--- src/rtl/path_reader_if.sv ---
// rtl/path_reader_if.sv - stream bundle between the path list, path_reader and the move stage
//
// Purpose: groups the list readback stream (request, items, end marker) and
// the downstream valid/ready item stream into one bundle.
// Signals:
//   en_read    one-cycle read request towards the path list
//   in_valid   in_data carries an item this cycle
//   in_data    WIDTH-bit direction code, last-pushed first
//   in_done    one-cycle end-of-stream marker
//   out_valid  out_data is valid
//   out_ready  downstream accepts out_data
//   out_data   WIDTH-bit direction code towards the move stage
// Modports: slave = path_reader side, master = list/downstream side.

interface path_reader_if #(
    parameter int WIDTH = 2
);
    logic             en_read;
    logic             in_valid;
    logic [WIDTH-1:0] in_data;
    logic             in_done;
    logic             out_valid;
    logic             out_ready;
    logic [WIDTH-1:0] out_data;

    modport slave (
        output en_read,
        input  in_valid,
        input  in_data,
        input  in_done,
        output out_valid,
        input  out_ready,
        output out_data
    );

    modport master (
        input  en_read,
        output in_valid,
        output in_data,
        output in_done,
        input  out_valid,
        output out_ready,
        input  out_data
    );
endinterface

--- src/rtl/path_reader.sv ---
// rtl/path_reader.sv - consumer of the direction-list readback stream with an output FIFO
//
// Purpose: on start, requests a readback from the path list, captures the
// streamed direction codes into a small FIFO and re-presents them
// downstream on a valid/ready handshake, counting delivered items and
// flagging items dropped on a full FIFO.
// Ports:
//   CLK       clock, rising edge
//   RST       synchronous active-low reset
//   start     begin a readback (honoured only when idle)
//   bus       path_reader_if.slave: en_read, in_valid/in_data/in_done,
//             out_valid/out_ready/out_data
//   busy      high whenever not idle
//   done      one-cycle pulse once the readback has fully drained
//   count     items delivered downstream in the current or last readback
//   overflow  sticky, an item was dropped because the FIFO was full

module path_reader #(
    parameter int MAX_LENGTH = 256,
    parameter int WIDTH      = 2,
    parameter int DEPTH      = 4,
    localparam int CW        = $clog2(MAX_LENGTH) + 1,
    localparam int AW        = $clog2(DEPTH)
) (
    input  logic          CLK,
    input  logic          RST,
    input  logic          start,
    path_reader_if.slave  bus,
    output logic          busy,
    output logic          done,
    output logic [CW-1:0] count,
    output logic          overflow
);

    typedef enum logic [2:0] {
        IDLE,
        REQ,
        STREAM,
        DRAIN,
        DONE
    } state_t;

    state_t           state;
    logic             en_read_q;
    logic [WIDTH-1:0] mem [DEPTH];
    logic [AW-1:0]    wr_ptr;
    logic [AW-1:0]    rd_ptr;
    logic [AW:0]      occ;

    logic full;
    logic empty;
    logic pop;
    logic push;
    logic drop;

    assign empty = (occ == '0);
    assign full  = (occ == (AW+1)'(DEPTH));
    assign pop   = !empty && bus.out_ready;
    // A full FIFO still takes a write when the head leaves in the same cycle.
    assign push  = (state == STREAM) && bus.in_valid && (!full || pop);
    assign drop  = (state == STREAM) && bus.in_valid && full && !pop;

    assign bus.en_read   = en_read_q;
    assign bus.out_valid = !empty;
    assign bus.out_data  = mem[rd_ptr];

    always_ff @(posedge CLK) begin
        if (!RST) begin
            state     <= IDLE;
            en_read_q <= 1'b0;
            busy      <= 1'b0;
            done      <= 1'b0;
            count     <= '0;
            overflow  <= 1'b0;
            wr_ptr    <= '0;
            rd_ptr    <= '0;
            occ       <= '0;
            for (int i = 0; i < DEPTH; i++) begin
                mem[i] <= '0;
            end
        end else begin
            en_read_q <= 1'b0;
            done      <= 1'b0;

            if (push) begin
                mem[wr_ptr] <= bus.in_data;
                wr_ptr      <= wr_ptr + 1'b1;
            end
            if (pop) begin
                rd_ptr <= rd_ptr + 1'b1;
                if (count != '1) begin
                    count <= count + 1'b1;
                end
            end
            case ({push, pop})
                2'b10:   occ <= occ + 1'b1;
                2'b01:   occ <= occ - 1'b1;
                default: occ <= occ;
            endcase
            if (drop) begin
                overflow <= 1'b1;
            end

            // State updates come last so the IDLE->REQ clear overrides FIFO activity.
            case (state)
                IDLE: begin
                    if (start) begin
                        state     <= REQ;
                        en_read_q <= 1'b1;
                        busy      <= 1'b1;
                        count     <= '0;
                        overflow  <= 1'b0;
                        wr_ptr    <= '0;
                        rd_ptr    <= '0;
                        occ       <= '0;
                    end
                end
                REQ: begin
                    state <= STREAM;
                end
                STREAM: begin
                    if (bus.in_done) begin
                        state <= DRAIN;
                    end
                end
                DRAIN: begin
                    if (empty) begin
                        state <= DONE;
                        done  <= 1'b1;
                    end
                end
                DONE: begin
                    state <= IDLE;
                    busy  <= 1'b0;
                end
                default: begin
                    state <= IDLE;
                    busy  <= 1'b0;
                end
            endcase
        end
    end

endmodule

--- src/flat_wrapper.sv ---
// flat-port wrapper written by rule: the top's interface ports become plain ports
module path_reader_flat 
#(
    parameter int MAX_LENGTH = 256,
    parameter int WIDTH      = 2,
    parameter int DEPTH      = 4,
    localparam int CW        = $clog2(MAX_LENGTH) + 1,
    localparam int AW        = $clog2(DEPTH)
)
  (CLK, RST, start, busy, done, count, overflow, bus_en_read, bus_in_valid, bus_in_data, bus_in_done, bus_out_valid, bus_out_ready, bus_out_data);
  path_reader_if #(.WIDTH(WIDTH)) bus_i ();
  input  logic CLK;
  input  logic RST;
  input  logic start;
  output logic busy;
  output logic done;
  output logic [CW-1:0] count;
  output logic overflow;
  output wire logic [$bits(bus_i.en_read)-1:0] bus_en_read;
  input wire logic [$bits(bus_i.in_valid)-1:0] bus_in_valid;
  input wire logic [$bits(bus_i.in_data)-1:0] bus_in_data;
  input wire logic [$bits(bus_i.in_done)-1:0] bus_in_done;
  output wire logic [$bits(bus_i.out_valid)-1:0] bus_out_valid;
  input wire logic [$bits(bus_i.out_ready)-1:0] bus_out_ready;
  output wire logic [$bits(bus_i.out_data)-1:0] bus_out_data;
  assign bus_en_read = bus_i.en_read;
  assign bus_i.in_valid = bus_in_valid;
  assign bus_i.in_data = bus_in_data;
  assign bus_i.in_done = bus_in_done;
  assign bus_out_valid = bus_i.out_valid;
  assign bus_i.out_ready = bus_out_ready;
  assign bus_out_data = bus_i.out_data;
  path_reader #(.MAX_LENGTH(MAX_LENGTH), .WIDTH(WIDTH), .DEPTH(DEPTH)) u_core (.CLK(CLK), .RST(RST), .start(start), .bus(bus_i), .busy(busy), .done(done), .count(count), .overflow(overflow));
endmodule
--- config.mk ---
export PLATFORM = sky130hd
export DESIGN_NAME = path_reader_flat
export DESIGN_NICKNAME = d
export VERILOG_FILES = /design/src/rtl/path_reader_if.sv /design/src/rtl/path_reader.sv /design/src/flat_wrapper.sv
export SDC_FILE = /design/constraint.sdc
export NUM_CORES = 1
export LEC_CHECK = 0
export ABC_AREA = 0
export BUFFER_PORTS_ARGS = -buffer_cell sky130_fd_sc_hd__buf_2
export CORE_MARGIN = 5
export CORE_UTILIZATION = 49
export CTS_CLUSTER_DIAMETER = 40
export CTS_CLUSTER_SIZE = 14
export DETAILED_ROUTE_END_ITERATION = 8
export PLACE_DENSITY = 0.74
export SLEW_MARGIN = 20
export SYNTH_ARGS = -nofsm -noshare
export SYNTH_HDL_FRONTEND = slang
export SYNTH_SLANG_ARGS = --single-unit
--- constraint.sdc ---
create_clock -name CLK -period 2.3 [get_ports CLK]
set_clock_uncertainty 0.15 [all_clocks]
set_input_delay 0.46 -clock CLK [delete_from_list [all_inputs] [get_ports CLK]]
set_output_delay 0.46 -clock CLK [all_outputs]
set_load 0.05 [all_outputs]
==> impl.org, run 1 <==
** Yosys
- Yosys mapped a number of flops with a built-in enable equal to 8.
- The biggest area contributor in the post-synthesis netlist is sky130_fd_sc_hd__dfxtp_1.
- After synthesis the netlist holds a flip-flop and latch count of 31.
- Sequential cell area fraction in the yosys report :: 47.50%
- Simple-gate area share of the yosys netlist :: 22.65%
- Biggest area contributors in the synthesized netlist :: sky130_fd_sc_hd__dfxtp_1 31%, sky130_fd_sc_hd__edfxtp_1 16%, sky130_fd_sc_hd__nor2_1 5.9%, sky130_fd_sc_hd__mux4_2 3.1%, sky130_fd_sc_hd__xor2_1 3.0%
- Synthesized-area fraction occupied by xor and xnor cells :: 5.344%
- Proportion of register bits with asynchronous set or reset after synthesis :: 0%
- The number of nets handed over by synthesis was 160.
- Proportion of netlist area held by the largest area contributor :: 31.21%
- Yosys printed 0 warnings.
- Share of the synthesized area in compound gates (AO/OA/AOI/OAI) :: 13.40%
- After technology mapping, the gate count stands at 150.
- The most used flip-flop cell after synthesis is sky130_fd_sc_hd__dfxtp_1.
- Distinct cell type count after synthesis :: 41
- Dominant combinational cell family by area after synthesis :: simple AND/OR/NAND/NOR gates
- By count the netlist is led by 23 x sky130_fd_sc_hd__dfxtp_1, 23 x sky130_fd_sc_hd__nor2_1, 9 x sky130_fd_sc_hd__nand2_1.
- After synthesis, the share of cell area in mux cells is 4.411%.
- Summing the areas of all fa, ha and maj instances in the mapped netlist gives 2.205% of the synthesized area.
- Summed instance area of the synthesized netlist :: 1475 um^2
- Each instance of the synthesized netlist takes up on average 9.834 um^2.

** Layout
- In the final layout, the multi-input gates occupy 708.2 um^2.
- Number of filler instances in the final layout :: 267
- Diode insertion count for antenna repair :: 0
- Area taken by flip-flops and latches :: 700.7 um^2
- Relative to the synthesized area, the layout overhead comes to 13.49%.
- For this run, the post-layout net count is 187.
- Of the cells placed in the final design, the portion with a size suffix greater than 1 is 23.60%.

** Critical path
- Category of the most critical setup path :: reg2reg
- The worst setup path is captured at a flip-flop.
- Register-to-register setup slack :: 0.18 ns
- Data on the critical path is required at its endpoint by 2.37 ns.
- Critical Path AT :: 2.19 ns
- R2R Path End :: u_core.occ[2]
- Measured in cells, the most critical reg-to-reg path has a length of 6.
- Critical Path Start Type :: flip-flop
- Startpoint of the worst-slack reg-to-reg timing path :: u_core.occ[0]
- Of all nets on the critical path, the largest fanout is 8.

** Routing
- Vias :: 1,178
- Drc violations :: 0
- In the final routed layout, each cell accounts on average for 12.95 um.
- First-pass iteration count of the detailed router :: 4
- Number of violations reported at the end of detailed-routing iteration 0 :: 63
- Average vias per placed instance :: 5.583
- The routed design has 2.732 mm of wire.
- In this run the remaining antenna-violating nets after routing total 0.

** Timing
- Setup repair after global routing left no endpoint under its margin.
- Measured against its own limit, the worst slew margin works out to 71.33%.
- Final min period :: 2.116 ns
- Derived from the worst setup path, the maximum achievable clock frequency is 0.4727 GHz.
- Transition at the pin with the smallest max-transition slack :: 0.4241 ns
- Total count of max-transition violations in the final report :: 0
- Setup violations remaining at the end of the flow were counted as 0.
- Final count of hold timing violations :: 0
- The final critical path takes up 91.98% of the cycle.
- Total Negative Setup Slacks :: 0 ns

** Power and ir drop
- Peak supply drop :: 0.3874 mV
- Leakage component of the power :: 0.0006571 uW
- Switching pwr :: 266.9 uW
- Registers are responsible for 57.0% of the overall power.
- Of the total power, the share spent switching nets is 25.88%.
- The share of total power dissipated in combinational logic is 11.4%.
- Per report_power, the clock group accounts for 31.6% of the total.
- The internal portion of the total power is 764.3 uW.
- Pwr/cell area :: 615.9 nW/um^2
- The design draws 1031 uW.

** Die
- Number of primary I/O pins :: 24
- In this run the standard cell core region covers 2978 um^2.
- Initial standard-cell utilization of the core :: 49.54%
- Die area :: 4208 um^2
- After floorplanning, the core was divided into 20 placement rows.
- In this run the vertical extent of the chip is 64.87 um.
- Overall die width :: 64.87 um

** Clock network
- TritonCTS built the clock tree.
- The root buffer cell chosen for the clock tree is sky130_fd_sc_hd__clkbuf_4.
- Clock-pin slew was measured on the worst setup and hold paths at 0.10 ns.
- # hold bufs at CTS :: 0
- Buffers inserted during clock tree synthesis total 5.
- The clock passes through at most 2 buffers.
- Post CTS Setup Buffer Count :: 0
- CTS H-Tree Depth :: 2
- Number of sinks handled by clock tree synthesis :: 31
- Number of gates resized after CTS :: 0
- Clock network latency to the later pin of the worst-skew pair :: 0.33 ns

** Global routing
- Initial antenna violation count :: 0
- For met2 alone, demand over resource in global routing was 23.88%.
- For this run, global-route usage on met3 was measured as 5.199%.
- Number of global-route vias before repair :: 1,073
- Largest net degree at the start of global routing :: 11
- After global routing, the most crowded layer is met2.
- Leftover overflow at the end of global routing :: 0
- Met1 global-route usage :: 17.14%
- The first global-routing pass estimated 4.719 mm of wire.
- Global routing usage summed across all routing layers :: 14.78%

** Min path
- Hold path depth :: 3
- The path with the worst hold slack has its endpoint at u_core.busy.
- Start point of the worst hold path :: start
- Tightest Hold Check Type :: in2reg

** Status
- Run status :: complete, no violations

** Place
- Input and output buffers added on the ports amount to 23.
- Weighted congestion at the end of routability-driven global placement :: 0.8491
- Summed over all nets, the half-perimeter wirelength after detailed placement is 2.086 mm.

** Flow run
- Number of max-capacitance violations reported :: 0
-- power by group through the flow --
stage	logic (uW)	registers (uW)	clock network [uW]
floorplan	78.9	610	0
global placement	115	599	0
detailed placement	118	600	0
CTS	118	588	342
global route	127	591	367
finish	118	588	326
-- routing by layer --
metal | up-vias | share of wire (%)
li1 | 595 | -
met4 | 0 | 2.2
met3 | 6 | 4.9
met1 | 550 | 44
met5 | - | 0
met2 | 27 | 49
-- stage by stage --
stage | utilization [%] | hold slack [ns] | std cells | cell area (um^2) | worst slack [ns]
after floorplan | - | 0.3570 | 150 | 1475 | 0.02699
after global placement | 54.20 | 0.3035 | 203 | 1614 | 0.1413
after detailed placement | 54.20 | 0.3130 | 203 | 1614 | 0.07166
after CTS | 56.22 | 0.2247 | 211 | 1674 | 0.1546
after global routing | 56.22 | 0.2432 | 211 | 1674 | 0.08060
final | 56.22 | 0.2443 | 211 | 1674 | 0.1844
-- cell families (layout without fill, tap and decap cells) --
group           Yosys count  count (layout)
fa+ha+maj                 2               2
compound gates           29              29
xor+xnor                  9               9
simple gates             63              63
buf+inv                  12              40
mux                       4               4
flops                    31              31
-- flip-flops by register name, summed over array words and instances (netlist names) --
| signal | count |
|---|---|
| u_core.count | 9 |
| u_core.wr_ptr | 2 |
| u_core.done | 1 |
| u_core.mem | 8 |
| u_core.occ | 3 |
| u_core.rd_ptr | 2 |
| u_core.overflow | 1 |
| u_core.busy | 1 |
| u_core.bus.en_read | 1 |
| u_core.state | 3 |
-- how the worst max path moves through the flow --
stage,slack (ns),startpoint,end
5_1_grt,0.08,u_core.occ[1],u_core.occ[2]
3_3_place_gp,0.14,bus_out_ready,u_core.occ[2]
2_1_floorplan,0.03,bus_out_ready,u_core.occ[2]
3_5_place_dp,0.07,bus_out_ready,u_core.occ[2]
4_1_cts,0.15,u_core.rd_ptr[0],bus_out_data[1]
6_report,0.18,u_core.occ[0],u_core.occ[2]
-- worst max-delay path, cell delays in order, from the launching register on --
cell and delay (ns):
sky130_fd_sc_hd__dfxtp_1 0.47, sky130_fd_sc_hd__o31a_1 0.22, sky130_fd_sc_hd__nand2_1 0.09, sky130_fd_sc_hd__fa_1 0.43, sky130_fd_sc_hd__or3_1 0.39, sky130_fd_sc_hd__a31oi_1 0.17, sky130_fd_sc_hd__a21oi_1 0.07
-- layout by cell type, fill, tap and decap left out, types with 2 or more instances in the layout --
| cell | instances |
|---|---|
| sky130_fd_sc_hd__nor2_1 | 23 |
| sky130_fd_sc_hd__buf_2 | 23 |
| sky130_fd_sc_hd__dfxtp_1 | 23 |
| sky130_fd_sc_hd__nand2_1 | 9 |
| sky130_fd_sc_hd__edfxtp_1 | 8 |
| sky130_fd_sc_hd__nand3_1 | 6 |
| sky130_fd_sc_hd__a21oi_1 | 6 |
| sky130_fd_sc_hd__nor3_1 | 6 |
| sky130_fd_sc_hd__inv_1 | 5 |
| sky130_fd_sc_hd__xor2_1 | 5 |
| sky130_fd_sc_hd__clkbuf_4 | 5 |
| sky130_fd_sc_hd__o21ai_0 | 4 |
| sky130_fd_sc_hd__a31oi_1 | 4 |
| sky130_fd_sc_hd__nand4_1 | 4 |
| sky130_fd_sc_hd__xnor2_1 | 4 |
| sky130_fd_sc_hd__buf_4 | 4 |
| sky130_fd_sc_hd__or3_1 | 3 |
| sky130_fd_sc_hd__and3_1 | 3 |
| sky130_fd_sc_hd__o211ai_1 | 3 |
| sky130_fd_sc_hd__a21o_1 | 3 |
| sky130_fd_sc_hd__mux4_2 | 2 |
| sky130_fd_sc_hd__nand2b_1 | 2 |
| sky130_fd_sc_hd__o21ai_2 | 2 |
| sky130_fd_sc_hd__mux2i_1 | 2 |
-- cell type report --
class | instances | area share, %
Sequential cell | 31 | 41.85
Clock inverter | 1 | 0.2990
Multi-Input combinational cell | 107 | 42.30
Inverter | 5 | 1.121
Clock buffer | 7 | 3.288
Timing Repair Buffer | 27 | 8.670
Tap cell | 33 | 2.466
Note: power is estimated with default switching activity, not from simulation.
==> run 2: changes to the inputs <==
Settings changed: ABC_AREA 0 to 1, CORE_UTILIZATION 49 to 50, CTS_CLUSTER_SIZE 14 to 30.
==> run 2 against run 1 <==
  * Synthesized cell count up 31%
  * Core utilization increased by 2.4 points
  * Register-to-register slack better by 0.21 ns
  * Critical path type is now reg2out
  * Largest cell class unchanged
  * Largest power group unchanged
==> impl.org, run 2 <==
** Status
- Run status :: complete, no violations

** Routing
- Remaining antenna violation count :: 0 (unchanged)
- The DRC violation count after routing was 0 (unchanged).
- The violation count after the first detailed-routing iteration is 64 (+1.6%).
- The number of iterations in the first detailed-routing pass came to 4 (unchanged).
- The via density per instance came to 5.089 (-8.9%).
- Routed len/inst :: 11.03 um (-15%)
- Routed WL :: 2.857 mm (+4.6%)
- Vias :: 1,318 (+12%)

** Power and ir drop
- The proportion of power drawn by combinational gates came to 19.6% (+8.2 points).
- The share of total power in sequential cells came to 48.1% (-8.9 points).
- The net load switching power is 376.3 uW (+41%).
- The switching portion of total power is 29.90% (+4.0 points).
- The total power consumption of the routed design was 1259 uW (+22%).
- The clock network fraction of design power is 32.3% (+0.7 points).
- The ratio of total power to cell area was 715.4 nW/um^2 (+16%).
- Peak supply drop :: 0.4378 mV (+13%)
- The total internal power is 882.3 uW (+15%).
- Leakage component of the power :: 0.0007785 uW (+18%)

** Clock network
- The number of sinks on the clock net is 31 (unchanged).
- Maximum clock insertion buffer count :: 2 (unchanged)
- CTS tree :: done
- Clock-pin slew reported for the worst setup and hold paths after clock tree synthesis :: 0.10 ns (about the same)
- Number of gates resized after CTS :: 0 (unchanged)
- CTS placed an instance of sky130_fd_sc_hd__clkbuf_4 at the clock tree root.
- The total clock buffers created by CTS is 5 (unchanged).
- The number of setup buffers added after CTS is 0 (unchanged).
- # hold bufs at CTS :: 0 (unchanged)
- The source-to-sink clock delay at the later pin of the worst-skew pair was 0.32 ns (about the same).
- CTS H-Tree Depth :: 2 (unchanged)

** Die
- Area of the core region :: 3003 um^2 (+0.84%)
- Height of the chip :: 65.68 um (+1.2%)
- The number of top-level design ports was 24 (unchanged).
- The number of placement rows is 20 (unchanged).
- Initial standard-cell utilization of the core :: 51.63% (+2.1 points)
- The area of the die was 4314 um^2 (+2.5%).
- The horizontal die dimension is 65.68 um (+1.2%).

** Yosys
- Per-instance average area after synthesis :: 7.869 um^2 (-20%)
- In the synthesized netlist the dominant register cell turns out to be sky130_fd_sc_hd__dfxtp_1.
- Biggest area contributors in the synthesized netlist :: sky130_fd_sc_hd__dfxtp_1 30%, sky130_fd_sc_hd__edfxtp_1 15%, sky130_fd_sc_hd__nor2_1 8.2%, sky130_fd_sc_hd__nand2_1 7.7%, sky130_fd_sc_hd__inv_1 5.8%
- Cell count after synthesis :: 197 (+31%)
- Summed instance area of the synthesized netlist :: 1550 um^2 (+5.1%)
- The number of synthesized flops with an enable pin came to 8 (unchanged).
- The most common cell in the synthesized netlist is sky130_fd_sc_hd__nor2_1.
- Register bit total from synthesis :: 31 (unchanged)
- Synth warnings :: 0 (unchanged)
- The commonest cells after synthesis are 34 x sky130_fd_sc_hd__nor2_1, 32 x sky130_fd_sc_hd__nand2_1, 24 x sky130_fd_sc_hd__inv_1.
- Net count after synthesis :: 207 (+29%)
- Post-synth top area cell :: sky130_fd_sc_hd__dfxtp_1
- The number of distinct library cell variants in the gate-level netlist after synthesis was 27 (-34%).
- The post-synthesis async set-or-reset flop share came to 0% (unchanged).
- Sequential cell area fraction in the yosys report :: 45.20% (-2.3 points)
- Proportion of netlist area held by the largest area contributor :: 29.70% (-1.5 points)

** Layout
- The summed area of non-filler cells in the final layout came to 1759 um^2 (+5.1%).
- The largest registers in the layout are u_core.count: 9 flops, u_core.mem: 8 flops.
- Max FFs per register :: 9 (unchanged)
- The library cell used most frequently in the layout, excluding fill and tap cells, is sky130_fd_sc_hd__nor2_1.
- The multi-input combinational cell area is 718.2 um^2 (+1.4%).
- The layout cell share with drive strength beyond 1 is 23.89% (+0.30 points).
- Area growth from synthesis to layout :: 13.48% (about the same)
- In the layout the commonest cells are 34 x sky130_fd_sc_hd__nor2_1, 32 x sky130_fd_sc_hd__nand2_1, 24 x sky130_fd_sc_hd__inv_1.
- The number of diodes came to 0 (unchanged).
- Top reg by flops :: u_core.count
- The sequential cell area came to 700.7 um^2 (unchanged).
- Number of filler instances in the final layout :: 296 (+11%)
- Final net count :: 235 (+26%)

** Flow run
- The number of max-cap violations came to 0 (unchanged).

** Place
- The total half-perimeter wirelength after legalization and detailed placement came to 2.191 mm (+5.0%).
- Cell area reported after detailed placement :: 1684 um^2 (+4.3%)
- I/O Buffers :: 23 (unchanged)
- Weighted congestion at the end of routability-driven global placement :: 0.8281 (-2.5%)

** Timing
- Total Negative Setup Slacks :: 0 ns (unchanged)
- The number of pins exceeding their max-slew limit in the final report was 0 (unchanged).
- Setup repair after global routing left no endpoint under its margin.
- Final min period :: 1.981 ns (-0.1348 ns)
- The number of failing setup endpoints in the final timing report came to 0 (unchanged).
- The share of the clock period used by the worst path after layout was 86.12% (-5.9 points).
- Final count of hold timing violations :: 0 (unchanged)
- The worst max-slew margin expressed relative to the limit was 78.63% (+7.3 points).
- Peak Freq :: 0.5049 GHz (+6.8%)
- The worst-margin pin slew came to 0.3172 ns (-0.1069 ns).
- The worst hold slack after final layout was 0.2713 ns (+0.02699 ns).

** Critical path
- Crit Path Max Fanout :: 6 (-2)
- The data arrival at the endpoint of the critical path is 1.37 ns (-0.82 ns).
- The critical path starts at u_core.rd_ptr[0].
- The worst setup path is launched from a flip-flop.
- The critical path is of the reg2out type.
- STA classifies the critical path endpoint as an output pin.
- Startpoint of the worst-slack reg-to-reg timing path :: u_core.occ[2]
- The data required time of the critical path is 1.69 ns (-0.68 ns).

** Global routing
- The number of antenna violations at the first check in global routing was 0 (unchanged).
- The total overflow reported by the global router came to 0 (unchanged).
- Number of global-route vias before repair :: 1,217 (+13%)
- The largest net degree at the start of global routing was 17 (+6).
- The wire length of the first global-routing pass came to 4.988 mm (+5.7%).
- Global routing usage summed across all routing layers :: 14.98% (+0.20 points)

** Min path
- In this run the worst hold path is classified as in2reg.
- Start point of the worst hold path :: start
## run 2: power groups by stage
stage | combinational (uW) | sequential, uW | clock (uW)
3_3_place_gp | 246 | 618 | 0
5_1_grt | 272 | 610 | 450
3_5_place_dp | 250 | 618 | 0
2_1_floorplan | 180 | 640 | 0
4_1_cts | 250 | 606 | 422
6_report | 247 | 606 | 406
## run 2: routing by layer
layer,up-vias,routed length (um),GRT usage [%]
met5,-,0,0
met4,0,34,5.440
met3,4,154,5.470
met2,24,1338,25.03
met1,593,1329,17.43
li1,697,-,-
## run 2: cell type report
| cell class | count | area share (%) |
|---|---|---|
| Clock buffer | 7 | 2.560 |
| Clock inverter | 1 | 1.707 |
| Inverter | 28 | 6.188 |
| Multi-Input combinational cell | 136 | 40.82 |
| Sequential cell | 31 | 39.83 |
| Tap cell | 33 | 2.347 |
| Timing Repair Buffer | 23 | 6.543 |
## run 2: worst paths after layout
| path | to | slack, ns | cells past startpoint |
|---|---|---|---|
| worst max-delay path | bus_out_data[1] | 0.32 | 4 |
| worst min register to register | u_core.busy | 0.32 | 2 |
| worst min-delay path | u_core.bus.en_read | 0.27 | 3 |
| worst max register to register | u_core.occ[2] | 0.39 | 10 |
## run 2: logic make-up (layout without fill, tap and decap cells)
kind of cell | count (synthesis) | in the layout | share of synthesized area (%)
and+or+nand+nor | 104 | 104 | 33.49
DFF | 31 | 31 | 45.20
buffers and inverters | 30 | 59 | 8.475
adders and majority gates | 2 | 2 | 2.098
AOI/OAI and AO/OA | 30 | 30 | 10.73
## run 2: per-stage QoR
step           util, %  instances  setup slack [ns]
3_5_place_dp     56.08        251            0.3590
3_3_place_gp     56.08        251            0.4085
2_1_floorplan        -        197            0.4152
6_report         58.58        259            0.3193
5_1_grt          58.58        259            0.1604
4_1_cts          58.58        259            0.2973
## run 2: critical path: stages (launching register included)
cell and delay, ns:
sky130_fd_sc_hd__dfxtp_1 0.43, sky130_fd_sc_hd__inv_1 0.13, sky130_fd_sc_hd__o21ai_0 0.20, sky130_fd_sc_hd__o22ai_1 0.09, sky130_fd_sc_hd__buf_2 0.21
